==> src/rtl/seg_scan.sv <==
// seg_scan: multiplexed 8-digit 7-segment scanner with frame-synchronous input shadows,
// per-digit enable/blink and anode dead-time; feeds the hex-to-segment decoder.
module seg_scan #(
   parameter int CLK_FREQ     = 100000000,
   parameter int SCAN_HZ      = 1000,
   parameter int DIGITS       = 8,
   parameter int DEAD_CYCLES  = 16,
   parameter int BLINK_FRAMES = 250
) (
   input  logic                  clk,
   input  logic                  rst_n,
   input  logic [4*DIGITS-1:0]   digits_in,
   input  logic [DIGITS-1:0]     digit_en,
   input  logic [DIGITS-1:0]     blink_en,
   input  logic [DIGITS-1:0]     dp_in,
   output logic [3:0]            num_out,
   output logic                  dp_n_out,
   output logic [DIGITS-1:0]     an_out,
   output logic                  frame_start
);
   localparam int DIV = CLK_FREQ / (SCAN_HZ * DIGITS);
   localparam int PW  = DIV > 1 ? $clog2(DIV) : 1;
   localparam int IW  = $clog2(DIGITS);
   localparam int BW  = BLINK_FRAMES > 1 ? $clog2(BLINK_FRAMES) : 1;
   localparam logic [PW-1:0] P_MAX = PW'(DIV - 1);
   localparam logic [PW-1:0] DEAD  = PW'(DEAD_CYCLES);
   localparam logic [IW-1:0] I_MAX = IW'(DIGITS - 1);
   localparam logic [BW-1:0] B_MAX = BW'(BLINK_FRAMES - 1);

   logic [PW-1:0]         p_q, p_d;
   logic [IW-1:0]         idx_q, idx_d;
   logic [BW-1:0]         bcnt_q, bcnt_d;
   logic                  phase_q, phase_d;
   logic                  prime_q, prime_d;
   logic [4*DIGITS-1:0]   dig_q, dig_d;
   logic [DIGITS-1:0]     en_q, en_d, bl_q, bl_d, dp_q, dp_d;
   logic [3:0]            num_q, num_d;
   logic                  dp_n_q, dp_n_d;
   logic [DIGITS-1:0]     an_q, an_d;
   logic                  fs_q, fs_d;
   logic                  slot_end, wrap, load, lit;

   // Outputs are computed from next-state values so they line up with the slot they describe.
   // prime_q loads the shadows on the first cycle after reset so the post-reset frame is not blank.
   always_comb begin
      slot_end = p_q == P_MAX;
      wrap     = slot_end && idx_q == I_MAX;
      load     = wrap || prime_q;
      prime_d  = 1'b0;
      p_d      = slot_end ? '0 : p_q + PW'(1);
      idx_d    = slot_end ? (wrap ? '0 : idx_q + IW'(1)) : idx_q;
      bcnt_d   = wrap ? (bcnt_q == B_MAX ? '0 : bcnt_q + BW'(1)) : bcnt_q;
      phase_d  = phase_q ^ (wrap && bcnt_q == B_MAX);
      dig_d    = load ? digits_in : dig_q;
      en_d     = load ? digit_en : en_q;
      bl_d     = load ? blink_en : bl_q;
      dp_d     = load ? dp_in : dp_q;
      lit      = p_d >= DEAD && en_d[idx_d] && !(bl_d[idx_d] && phase_d);
      an_d     = lit ? ~(DIGITS'(1) << idx_d) : '1;
      num_d    = dig_d[{idx_d, 2'b00} +: 4];
      dp_n_d   = !(lit && dp_d[idx_d]);
      fs_d     = wrap;
   end

   always_ff @(posedge clk or negedge rst_n) begin
      if (!rst_n) begin
         p_q     <= '0;
         idx_q   <= '0;
         bcnt_q  <= '0;
         phase_q <= 1'b0;
         prime_q <= 1'b1;
         dig_q   <= '0;
         en_q    <= '0;
         bl_q    <= '0;
         dp_q    <= '0;
         num_q   <= '0;
         dp_n_q  <= 1'b1;
         an_q    <= '1;
         fs_q    <= 1'b0;
      end else begin
         p_q     <= p_d;
         idx_q   <= idx_d;
         bcnt_q  <= bcnt_d;
         phase_q <= phase_d;
         prime_q <= prime_d;
         dig_q   <= dig_d;
         en_q    <= en_d;
         bl_q    <= bl_d;
         dp_q    <= dp_d;
         num_q   <= num_d;
         dp_n_q  <= dp_n_d;
         an_q    <= an_d;
         fs_q    <= fs_d;
      end
   end

   assign num_out     = num_q;
   assign dp_n_out    = dp_n_q;
   assign an_out      = an_q;
   assign frame_start = fs_q;
endmodule

==> config.mk <==
export PLATFORM = sky130hd
export DESIGN_NAME = seg_scan
export DESIGN_NICKNAME = d
export VERILOG_FILES = /design/src/rtl/seg_scan.sv
export SDC_FILE = /design/constraint.sdc
export NUM_CORES = 1
export LEC_CHECK = 0
export ABC_AREA = 1
export BUFFER_PORTS_ARGS = -buffer_cell sky130_fd_sc_hd__buf_2
export CORE_ASPECT_RATIO = 1.25
export CORE_UTILIZATION = 45
export CTS_CLUSTER_DIAMETER = 150
export DETAILED_ROUTE_END_ITERATION = 10
export HOLD_SLACK_MARGIN = 0.05
export PLACE_DENSITY = 0.64
export SLEW_MARGIN = 30
export SYNTH_ARGS = -nofsm -noshare
export SYNTH_HDL_FRONTEND = slang
export SYNTH_SLANG_ARGS = --single-unit
==> constraint.sdc <==
create_clock -name clk -period 2.4 [get_ports clk]
set_input_delay 0.36 -clock clk [delete_from_list [all_inputs] [get_ports clk]]
set_output_delay 0.36 -clock clk [all_outputs]
set_load 0.01 [all_outputs]
==> results.md <==
* Initial antenna violation count at 0
* Site row count at 42
* Sequential fraction of the synthesis area at 50.0%
* Yosys top cell by area: dfrtp_1
* Share of layout cells above drive strength 1 at 24.4%
* Outcome: finished clean
* Chip height at 118 um
* Crit path kind: flip-flop to flip-flop
* Routed vias/inst at 5.02
* Pre-CTS setup slack at 73.4 ps
* Final setup fails at 0
* Reg2Reg Launch Point: p_q[1]
* Async set-reset flop share out of synthesis at 100%
* Top-area cell type share of the netlist area at 44.6%
* Mapped Nets at 672
* Area Growth Syn to Fin at 20.9%
* Sequential share of power at 50.1%
* Tmin final at 2220 ps
* Vias in the first global route at 4255
* Die width at 95.1 um
* First drt pass iteration count at 5
* Setup crit start: p_q[1]
* Worst Max-Slew Pin Slew at 560 ps
* Root Buffer: clkbuf_16
* NetSw at 0.000814 W
* Critical path endpoint category: flip-flop
* Leak at 3.07 nW
* Synthesized instance count at 609
* Final setup skew at 8.38 ps
* Max cap viols at 0
* Period utilization at 92.4%
* Initial core utilization at 46.2%
* Final WL at 11900 um
* Clk pwr share at 40.8%
* Worst path slowest cell: dfrtp_1
* Worst hold path startpoint: digits_in[19]
* Critical Path AT at 2500 ps
* Net Sw Frac at 23.2%
* Hold path cells at 3
* Ant diodes at 0
* Layout Nets at 767
* Number of synthesized flops with an enable pin at 0
* CP startpoint kind: flip-flop
* PwrDens at 595 mW/mm^2
* Congestion Overflow GR at 0
* Most frequent CP cell: nand3_1
* Pint at 0.00270 W
* CTS tree: yes
* Largest net degree at the start of global routing at 61
* # port buffers at 71
* Clock Sinks at 97
* Hold/Removal Path Class: input port to flip-flop
* CP max FO at 12
* Worst-path clk slew at 70 ps
* Antenna-violating nets left at 0
* H-tree depth at 3
* WL/cell at 14.2 um
* Fin Hold WS at 237 ps
* Commonest non-fill, non-tap cells in the layout: 213 x nand2_1, 87 x dfrtp_1, 75 x nand3_1
* Slew margin rel. at 62.7%
* DPL Wire Length at 8410 um
* Max VDD drop at 0.371 mV
* Via count at 4224
* Most common cell after layout, fill and taps aside: nand2_1
* Endpoints failing hold at 0
* Core Footprint at 0.0106 mm^2
* Yosys reg bits at 97
* Drc violations at 0
* Aggregate global-route resource usage at 23.0%
* CTS buffer count at 9
* I/O pins at 72
* CP cell instances: ha_1, inv_1, nor2_1, nand2_1, nor2_2, nand3_1, nand2_4, nand2_4, inv_6, nand2_1, nand3_1, nor2_1, nor2_2, nor2_4, nand3_1
* Initial DRC count at 219
* Most used DFF post-synth: dfrtp_1
* Required @ worst endpoint at 2680 ps
* Synth Warn # at 0
* Avg Inst Size Synth at 8.01 um^2
* Setup WS post-layout at 183 ps
* Worst-case reg-to-reg path depth at 15
* Combinational fraction of design power at 9.1%
* Clk_lat worst skew at 340 ps
* Global-route wire length before repair at 19800 um
* Slew Limit Fails at 0
* Top area cells in the synthesized netlist: dfrtp_1 45%, nand2_1 16%, nand3_1 7.7%, dfstp_2 5.4%, inv_1 4.8%
* Peak per-stage delay on the critical path at 370 ps
* Synthesized area at 0.00488 mm^2
* Distinct cells, synth at 39
* Clock buffer depth at 2
* Highest Clock Rate at 0.451 GHz
* Routability Congestion at 0.858
* Die footprint at 0.0113 mm^2
-- repair_timing --
| action | 4_1_cts | 5_1_grt |
|---|---|---|
| hold endpoints to repair | 28 | 0 |
| setup buffers | 0 | 11 |
| setup endpoints to repair | 0 | 14 |
| hold buffers | 1 | 0 |
| resized for setup | 0 | 16 |
-- layer usage --
metal	vias to the layer above	global-route usage [%]	part of all wire (%)
met5	-	0	0
met4	0	10.3	2.6
met3	21	4.63	4.3
met2	98	36.5	50
met1	1983	29.8	43
li1	2122	-	-
-- kinds of logic (layout without fill, tap and decap cells) --
kind of cell | count (synthesis) | after routing | share of synthesized area (%)
compound gates | 38 | 38 | 4.62
xor+xnor | 3 | 3 | 0.539
fa+ha+maj | 5 | 5 | 1.28
buf+inv | 88 | 187 | 8.28
flops | 97 | 97 | 50.0
mux | 1 | 1 | 0.205
other cells | 1 | 1 | 0.0768
simple gates | 376 | 377 | 35.0
-- area by class of cell --
class / count / area [um^2]
clock inverter: 4 / 51.3
fill: 971 / 4660
sequential: 97 / 2440
inverter: 67 / 260
multi-input combinational: 425 / 2080
tap: 132 / 165
timing repair buffer: 104 / 654
clock buffer: 12 / 246
-- critical path: cells and delay by family, from the launching register on --
family                   cells  cell delay, ps
buffers and inverters        2             210
flip-flops                   1             370
AND/OR/NAND/NOR             12            1370
adder cells (fa/ha/maj)      1             210
-- Yosys cell counts (2+ instances only) --
master	number
nand2_1	213
dfrtp_1	87
nand3_1	75
inv_1	62
nor2_1	33
a21oi_1	15
nand2_2	11
dfstp_2	10
o21ai_0	10
buf_6	8
nand3b_1	8
nand4_1	8
nor2_2	8
nor2_4	6
buf_1	5
buf_2	5
ha_1	5
inv_2	5
nor3_1	5
a31oi_1	3
xor2_1	3
a41oi_1	2
buf_4	2
nand2_4	2
o21a_1	2
o21ai_1	2
or2_2	2
-- metrics by stage --
stage | instances | power (W) | util (%) | setup TNS (ps) | cell area, um^2
floorplan | 609 | 0.00195 | - | 0 | 4880
global placement | 811 | 0.00209 | 51.4 | 0 | 5430
detailed placement | 811 | 0.00210 | 51.4 | 0 | 5430
CTS | 828 | 0.00355 | 54.3 | 0 | 5730
global route | 841 | 0.00366 | 55.8 | -70.2 | 5900
finish | 841 | 0.00351 | 55.8 | 0 | 5900
-- sequential cells by signal, indices dropped and copies added (netlist names) --
signal	cells
dp_n_out	1
bl_q	8
bcnt_q	8
dig_q	32
prime_q	1
an_out	8
idx_q	3
frame_start	1
p_q	14
en_q	8
phase_q	1
num_out	4
dp_q	8
-- worst paths after layout --
| path | endpoint | slack [ps] |
|---|---|---|
| min reg2reg | phase_q | 480 |
| max reg2reg | dp_n_out | 180 |
| max in group asynchronous | bl_q[3] | 1240 |
| min in group asynchronous | p_q[7] | 550 |
| max | dp_n_out | 180 |
| min | dig_q[19] | 240 |
-- power by group through the flow --
stage	registers, W	clock network (W)	logic [W]
4_1_cts	0.00176	0.00148	0.000312
6_report	0.00176	0.00143	0.000318
2_1_floorplan	0.00179	0	0.000168
3_3_place_gp	0.00179	0	0.000306
5_1_grt	0.00177	0.00153	0.000363
3_5_place_dp	0.00179	0	0.000309
(Power assumes the default switching activity.)
